==> config.mk <==
export PLATFORM = sky130hd
export DESIGN_NAME = alu_issue_ctrl
export DESIGN_NICKNAME = d
export VERILOG_FILES = /design/src/rtl/alu_issue_ctrl.sv
export SDC_FILE = /design/constraint.sdc
export NUM_CORES = 1
export LEC_CHECK = 0
export ABC_AREA = 1
export CORE_MARGIN = 1.5
export CORE_UTILIZATION = 60
export DETAILED_ROUTE_END_ITERATION = 12
export GPL_TIMING_DRIVEN = 1
export PLACE_DENSITY = 0.88
export SKIP_LAST_GASP = 1
export SYNTH_ARGS = -nofsm -noshare
export SYNTH_HDL_FRONTEND = slang
export SYNTH_SLANG_ARGS = --single-unit
==> constraint.sdc <==
create_clock -name clk -period 2.66 [get_ports clk]
set_clock_uncertainty 0.05 [all_clocks]
set_input_delay 0.266 -clock clk [delete_from_list [all_inputs] [get_ports clk]]
set_output_delay 0.266 -clock clk [all_outputs]
set_load 0.01 [all_outputs]
==> src/rtl/alu_issue_ctrl.sv <==
// ---------------------------------------------------------------------------
// alu_issue_ctrl
//
// Initiator side of the ALU interface in the 16-bit RISC core. Accepts one
// instruction at a time over instr_valid/instr_ready, reads its operands from
// an internal NREG x DW register file, drives a/b/op to the external
// combinational alu for one full cycle, captures ans/zero/carry, reports the
// result for one cycle and writes it back to rd. Throughput is one
// instruction every three cycles (IDLE -> EXEC -> WB).
//
// Instruction format: [15:14] op, [13:11] rd, [10:8] rs1, [7:5] rs2, [4:0] imm5
//   op: 00 ADD, 01 SUB, 10 SHIFT (b = imm5: bit0 0=LSL 1=LSR, [4:1] amount),
//       11 NAND
//
// Ports
//   clk, rst_n            clock, asynchronous active-low reset
//   instr_valid/ready     instruction handshake (ready only in IDLE)
//   instr                 16-bit instruction
//   ext_we/addr/wdata     register preload port, honoured in any state
//   alu_a/alu_b/alu_op    registered operands and opcode to the alu
//   alu_ans/zero/carry    alu result, zero flag, carry (ADD carry / SUB borrow)
//   res_valid, res_data   one-cycle result strobe and captured result
//   flag_z, flag_c        sticky flags, updated on every writeback
//   flag_v                sticky signed-overflow flag (ALU_CTRL_OVF_EN only)
//   busy                  high in EXEC and WB
//
// Configuration
//   ALU_CTRL_OVF_EN       when defined, adds the flag_v output and the
//                         overflow logic; undefined by default.
//
// r0 always reads zero; writes to r0 from either port are dropped.
// ---------------------------------------------------------------------------
module alu_issue_ctrl #(
    parameter int NREG = 8,
    parameter int DW   = 16
) (
    input  logic                    clk,
    input  logic                    rst_n,
    input  logic                    instr_valid,
    output logic                    instr_ready,
    input  logic [15:0]             instr,
    input  logic                    ext_we,
    input  logic [$clog2(NREG)-1:0] ext_addr,
    input  logic [DW-1:0]           ext_wdata,
    output logic [DW-1:0]           alu_a,
    output logic [DW-1:0]           alu_b,
    output logic [1:0]              alu_op,
    input  logic [DW-1:0]           alu_ans,
    input  logic                    alu_zero,
    input  logic                    alu_carry,
    output logic                    res_valid,
    output logic [DW-1:0]           res_data,
    output logic                    flag_z,
    output logic                    flag_c,
`ifdef ALU_CTRL_OVF_EN
    output logic                    flag_v,
`endif
    output logic                    busy
);

    localparam int AW = $clog2(NREG);

    localparam logic [1:0] OP_ADD   = 2'b00;
    localparam logic [1:0] OP_SUB   = 2'b01;
    localparam logic [1:0] OP_SHIFT = 2'b10;

    typedef enum logic [1:0] {
        S_IDLE = 2'd0,
        S_EXEC = 2'd1,
        S_WB   = 2'd2
    } state_e;

    state_e          state_q;
    logic [AW-1:0]   rd_q;
    logic [DW-1:0]   alu_a_q;
    logic [DW-1:0]   alu_b_q;
    logic [1:0]      alu_op_q;
    logic [DW-1:0]   res_q;
    logic            res_valid_q;
    logic            flag_z_q;
    logic            flag_c_q;
    logic [DW-1:0]   rf_q [NREG];

    // -----------------------------------------------------------------------
    // Instruction decode and operand fetch (combinational, used on accept)
    // -----------------------------------------------------------------------
    logic [1:0]      dec_op;
    logic [AW-1:0]   dec_rd;
    logic [AW-1:0]   dec_rs1;
    logic [AW-1:0]   dec_rs2;
    logic [4:0]      dec_imm;
    logic [DW-1:0]   alu_a_d;
    logic [DW-1:0]   alu_b_d;
    logic            wb_we;

    assign dec_op  = instr[15:14];
    assign dec_rd  = instr[13:11];
    assign dec_rs1 = instr[10:8];
    assign dec_rs2 = instr[7:5];
    assign dec_imm = instr[4:0];

    // r0 is never written and clears on reset, so a plain read returns zero.
    assign alu_a_d = rf_q[dec_rs1];
    assign alu_b_d = (dec_op == OP_SHIFT) ? {{(DW-5){1'b0}}, dec_imm}
                                          : rf_q[dec_rs2];

    assign wb_we = (state_q == S_WB) && (rd_q != '0);

`ifdef ALU_CTRL_OVF_EN
    logic flag_v_q;
    logic ovf_d;

    // NOTE: every signal assigned in always_comb gets a default first so
    // that no path leaves it unassigned and infers a latch.
    always_comb begin
        ovf_d = 1'b0;
        case (alu_op_q)
            OP_ADD: ovf_d = (alu_a_q[DW-1] == alu_b_q[DW-1]) &&
                            (alu_ans[DW-1] != alu_a_q[DW-1]);
            OP_SUB: ovf_d = (alu_a_q[DW-1] != alu_b_q[DW-1]) &&
                            (alu_ans[DW-1] != alu_a_q[DW-1]);
            default: ovf_d = 1'b0;
        endcase
    end
`endif

    // -----------------------------------------------------------------------
    // Control FSM with registered datapath outputs
    // -----------------------------------------------------------------------
    // NOTE: state is updated with non-blocking assignments so every register
    // samples pre-edge values, independent of statement order.
    always_ff @(posedge clk or negedge rst_n) begin
        if (!rst_n) begin
            state_q     <= S_IDLE;
            rd_q        <= '0;
            alu_a_q     <= '0;
            alu_b_q     <= '0;
            alu_op_q    <= '0;
            res_q       <= '0;
            res_valid_q <= 1'b0;
            flag_z_q    <= 1'b0;
            flag_c_q    <= 1'b0;
`ifdef ALU_CTRL_OVF_EN
            flag_v_q    <= 1'b0;
`endif
        end else begin
            case (state_q)
                S_IDLE: begin
                    res_valid_q <= 1'b0;
                    if (instr_valid) begin
                        rd_q     <= dec_rd;
                        alu_a_q  <= alu_a_d;
                        alu_b_q  <= alu_b_d;
                        alu_op_q <= dec_op;
                        state_q  <= S_EXEC;
                    end
                end
                S_EXEC: begin
                    // alu inputs have been stable for the whole cycle.
                    res_q       <= alu_ans;
                    flag_z_q    <= alu_zero;
                    flag_c_q    <= alu_carry;
`ifdef ALU_CTRL_OVF_EN
                    flag_v_q    <= ovf_d;
`endif
                    res_valid_q <= 1'b1;
                    state_q     <= S_WB;
                end
                S_WB: begin
                    res_valid_q <= 1'b0;
                    state_q     <= S_IDLE;
                end
                default: begin
                    res_valid_q <= 1'b0;
                    state_q     <= S_IDLE;
                end
            endcase
        end
    end

    // -----------------------------------------------------------------------
    // Register file: writeback port has priority over the preload port when
    // both target the same register on the same edge.
    // -----------------------------------------------------------------------
    // NOTE: this storage is architecturally cleared by reset, so it is built
    // from resettable flops rather than a RAM that cannot be reset.
    always_ff @(posedge clk or negedge rst_n) begin
        if (!rst_n) begin
            for (int i = 0; i < NREG; i++) begin
                rf_q[i] <= '0;
            end
        end else begin
            for (int i = 1; i < NREG; i++) begin
                if (wb_we && (rd_q == AW'(i))) begin
                    rf_q[i] <= res_q;
                end else if (ext_we && (ext_addr == AW'(i))) begin
                    rf_q[i] <= ext_wdata;
                end
            end
        end
    end

    // -----------------------------------------------------------------------
    // Outputs
    // -----------------------------------------------------------------------
    assign instr_ready = (state_q == S_IDLE);
    assign busy        = (state_q != S_IDLE);
    assign alu_a       = alu_a_q;
    assign alu_b       = alu_b_q;
    assign alu_op      = alu_op_q;
    assign res_valid   = res_valid_q;
    assign res_data    = res_q;
    assign flag_z      = flag_z_q;
    assign flag_c      = flag_c_q;
`ifdef ALU_CTRL_OVF_EN
    assign flag_v      = flag_v_q;
`endif

endmodule
## Word-level counts from Yosys, hierarchy flattened

Index checks and enable logic that the tools add are counted.

| storage, ports and cells | value |
|---|---|
| bits in writable memories | 0 |
| output and inout port bits | 55 |
| bits in latches | 0 |
| memories | 0 |
| register bits after elaboration | 170 |
| ROM bits | 0 |

| cells by class | value |
|---|---|
| add/subtract/negate cells | 0 |
| $lt $le $gt $ge | 2 |
| multipliers | 0 |
| reductions and logical operators | 26 |
| shift operators | 0 |
| bitwise operators | 2 |
| equality and inequality tests | 18 |
| multiplexer cells | 24 |
| divide/modulo/power cells | 0 |

Operators by type and width:

| operator | number |
|---|---|
| $mux 16 | 19 |
| $bmux 16 s3 | 2 |
| $eq 3x3->1 const B | 8 |
| $reduce_bool 2->1 | 8 |
| $logic_and 1x1->1 | 15 |
| $eq 3x2->1 const B | 4 |
| $ge 4x4->1 const B | 2 |
| $not 3->4 | 2 |
| $eq 3x1->1 const B | 2 |
| $eq 2x2->1 const B | 2 |
| $pmux 2 s2 | 1 |
| $reduce_bool 3->1 | 1 |
| $eq 2x1->1 const B | 1 |
| $logic_not 2->1 | 1 |
| $mux 2 | 1 |
| $ne 2x2->1 const B | 1 |
| $reduce_and 2->1 | 1 |
| $mux 1 | 1 |

## Logic depth before layout (Yosys ltp)

| depth | value |
|---|---|
| depth after elaboration | 5 |
| mapped depth | 10 |

## Worst setup path after synthesis

Ideal clock, no wire load.

| timing path | value |
|---|---|
| kind | flip-flop to flip-flop |
| start point | register state_q[1] |
| end point | register alu_b_q[1], in the netlist alu_b[1] |
| arrival | 1.301 ns |
| period minus slack after synthesis | 1.471 ns |
| cell stages (with the launch flop) | 8 |
| buffers on the path | 1 |
| path slack | 1.189 ns |
| library setup time | 0.120 ns |
| path through | dfrtp_1 > nor2_1 > nand2_1 > inv_1 > buf_2 > nand2_1 > o21ai_0 > nand2_1 |

| on the way | value |
|---|---|
| word-level cells in the longest chain between the ends | 2 |

Ends and longest elaborated chain:

| what | RTL line | text |
|---|---|---|
| start: declaration | 73 | `state_e state_q;` |
| start signal: assignment | 134 | `state_q <= S_IDLE;` |
| start signal: assignment | 155 | `state_q <= S_EXEC;` |
| start signal: assignment | 167 | `state_q <= S_WB;` |
| $logic_not 2->1 | n/a |  |
| via instr_ready | 40 | `output logic instr_ready,` |
| $reduce_and 2->1 (no source line) | n/a |  |
| end signal: assignment | 153 | `alu_b_q <= alu_b_d;` |
| end: declaration | 76 | `logic [DW-1:0] alu_b_q;` |

The timed path passes the listed nets, and every way through them passes these cells.
A chain may end at the register's enable or synchronous reset.

## Final worst setup path

| timing path | value |
|---|---|
| start point | register res_q[13], in the netlist res_data[13] |
| end point | output port res_data[13] |

RTL lines:

| what | RTL line | text |
|---|---|---|
| start: declaration | 78 | `logic [DW-1:0] res_q;` |
| start signal: assignment | 160 | `res_q <= alu_ans;` |
| end: declaration | 52 | `output logic [DW-1:0] res_data,` |

No word-level cell between the ends.

==> flow_summary_export.csv <==
group,metric,value,unit
floorplan,die_h,129,um
logic_synthesis,yosysMostFrequentCell,"nand2_1",
clock_network,cts-buffers-inserted,17,
final_layout,antenna_cells,0,
logic_synthesis,synthesis.area,9560,um^2
pwr,power,9.78,mW
clock_network,clk_pin_slew_worst_paths,60,ps
floorplan,dieArea,16700,um^2
floorplan,ios,112,
drt,avgViaCountPerCell,6.07,
logic_synthesis,yosysTopAreaCell,"dfrtp_1",
timing,final_max_slew_viol_count,0,
worst_hold_path,hold_path.class,"in -> reg",
drt,ant_nets,0,
clock_network,cts_tree,"yes",
drt,routed_wl,29.4,mm
pwr,power_frac_clock,0.263,
timing,tightest_slew,911,ps
logic_synthesis,synth_area_per_cell,7.18,um^2
timing,setup_viol,0,
clock_network,postCtsSetupRepairBufs,0,
logic_synthesis,yosysWarnings,16,
logic_synthesis,synth_edf_count,0,
global_route,grt_pass1_vias,9259,
drt,firstDrtPassIters,6,
timing,min_period,1980,ps
logic_synthesis,synth_flop_cell,"dfrtp_1",
drt,drc,0,
global_route,grt_usage,0.370,
final_layout,area_growth,18.9,%
setup_path,path_cells,"clkdlybuf4s50_1",
setup_path,critPathRequiredTime,2340,ps
setup_path,worst-path-buf-inv,1,
setup_path,cp_top_family,"buffers and inverters",
global_route,grt_pass1_wl,47.7,mm
timing,fin_crit_sh,0.746,
logic_synthesis,synth_commonest_cells,"nand2_1, nand3_1, dfrtp_1",
logic_synthesis,synth_compound_area_frac,0.133,
logic_synthesis,yosys.area_share.xor_xnor,0,
setup_path,max_stage_delay,620,ps
logic_synthesis,synth_area_leaders,"dfrtp_1, nand2_1, nand3_1",
logic_synthesis,synth.area.mux_share,0,
timing,worst_hold_slack,306,ps
logic_synthesis,yosysTopAreaCellShare,0.445,
pwr,combPwrFrac,0.299,
setup_path,critPathLaunchType,"flop",
run,cap_violations,0,
place,place_inst,1587,
pwr,intPower,6.31,mW
drt,routedWlPerCell,18.1,um
logic_synthesis,synth-simple-area-share,0.338,
final_layout,instances_no_fill,1618,
final_layout,stdcell_area,11400,um^2
pwr,p_switching,3.47,mW
logic_synthesis,synthAdderAreaFrac,0,
logic_synthesis,synthArstFlopShare,1.00,
place,portBuffers,111,
logic_synthesis,ys_seq_area_frac,0.445,
timing,fmax,504,MHz
clock_network,htreeDepth,4,
timing,hold_viol_final,0,
floorplan,std_cell_rows,45,
pwr,p_leak,5.31,nW
pwr,switching_share,0.355,
place,dpl.hpwl,19.8,mm
clock_network,cts_root_buffer,"clkbuf_16",
clock_network,ctsHoldBuffers,1,
setup_path,cp_max_fo,9,
logic_synthesis,synth-seq-cells,170,
timing,slew_headroom,0.392,
drt,initialDrtViolationCount,1590,
timing,setup_tns,0,ps
floorplan,initial_core_util,0.622,
place,dpl-instance-area,10800,um^2
drt,dr_total_vias,9829,
logic_synthesis,syn_inst,1331,
pwr,ir_drop,604,uV
clock_network,clock-sinks,170,
pwr,seq_power_share,0.438,
global_route,grt_max_degree,89,
clock_network,worstSkewPairLatency,440,ps
final_layout,drive_above_1_share,0.0640,
floorplan,core_area,15400,um^2
timing,rsz0062_at_grt,"no",
logic_synthesis,yosysUniqueCellTypes,22,
place,gp_congestion,0.944,
status,outcome,"finished clean",
setup_path,critPathArrivalTime,1670,ps
setup_path,crit_slowest_cell,"clkdlybuf4s50_1",
setup_path,path_class,"reg -> out",
logic_synthesis,synth_top_family_by_area,"simple AND/OR/NAND/NOR gates",
logic_synthesis,syn_nets,1388,
floorplan,chipWidth,129,um
clock_network,post_cts_resized,0,
clock_network,clock_path_buffers,2,
final_layout,finalNetCount,1453,
global_route,grt-ovfl-total,0,
pwr,p_per_area,860,nW/um^2
global_route,antenna_found_initial,0,
setup_path,crit_path_end_kind,"output pin",
[stage by stage]
| stage | utilization | worst slack [ps] |
|---|---|---|
| finish | 0.740 | 677 |
| global route | 0.740 | 505 |
| CTS | 0.740 | 689 |
| detailed placement | 0.700 | 574 |
| global placement | 0.700 | 631 |
| floorplan | - | 1190 |
[cells by family (layout without fill, tap and decap cells)]
group,Yosys count,after routing
AOI/OAI and AO/OA,205,205
buffers and inverters,193,269
DFF,170,170
and+or+nand+nor,763,763
[state kept, by name, indices dropped and copies added (netlist names)]
name and count:
state_q 2, rf_q 112, res_valid 1, alu_a 16, res_data 16, flag_c 1
alu_op 2, alu_b 16, rd_q 3, flag_z 1
[routing by layer]
layer	routed length [um]	part of all wire	GRT usage	vias to the layer above
li1	-	-	-	4486
met1	11500	0.39	0.506	4520
met2	12800	0.44	0.553	721
met3	4190	0.14	0.116	102
met4	872	0.030	0.143	0
met5	0	0	0	-
[power by group through the flow]
stage,sequential [mW],clock [mW],combinational [mW]
after floorplan,4.04,0,1.78
after global placement,4.22,0,2.75
after detailed placement,4.26,0,2.83
after CTS,4.23,2.56,2.88
after global routing,4.37,2.69,3.25
final,4.28,2.57,2.93
[final timing paths]
kind	cells after the start	start	slack, ps	to
max in group asynchronous	3	rst_n	1390	alu_a[10]
worst max register to register	8	state_q[1]	730	rf_q[56]
worst min register to register	2	alu_b[15]	430	alu_b[15]
min in group asynchronous	2	rst_n	350	res_data[4]
worst min-delay path	3	alu_ans[10]	310	res_data[10]
worst max-delay path	1	res_data[13]	680	res_data[13]
[cell usage in the layout (no fill, tap or decap)]
cell type / Yosys / routed
a21oi_1: 52 / 52
a31oi_1: 4 / 4
buf_12: 0 / 3
buf_2: 41 / 2
buf_4: 2 / 28
buf_6: 0 / 1
bufinv_16: 0 / 3
clkbuf_1: 35 / 2
clkbuf_16: 0 / 17
clkbuf_8: 0 / 4
clkdlybuf4s50_1: 0 / 108
clkinv_1: 2 / 2
clkinv_2: 0 / 2
clkinvlp_4: 0 / 2
dfrtp_1: 170 / 170
dlygate4sd3_1: 0 / 1
inv_1: 86 / 86
inv_2: 8 / 8
nand2_1: 501 / 501
nand2_2: 4 / 4
nand2_4: 1 / 1
nand3_1: 202 / 202
nand4_2: 1 / 1
nor2_1: 40 / 40
nor2_2: 7 / 7
nor2_4: 3 / 3
nor3_4: 4 / 4
o211ai_1: 96 / 96
o21ai_0: 53 / 53
[cell type report]
type	instances	area (um^2)
tap	211	264
sequential	170	4250
clock inverter	7	115
fill	1179	4000
inverter	96	360
clock buffer	23	488
timing repair buffer	143	1380
multi-input combinational	968	4500
Power figures use the tool's default switching activity.
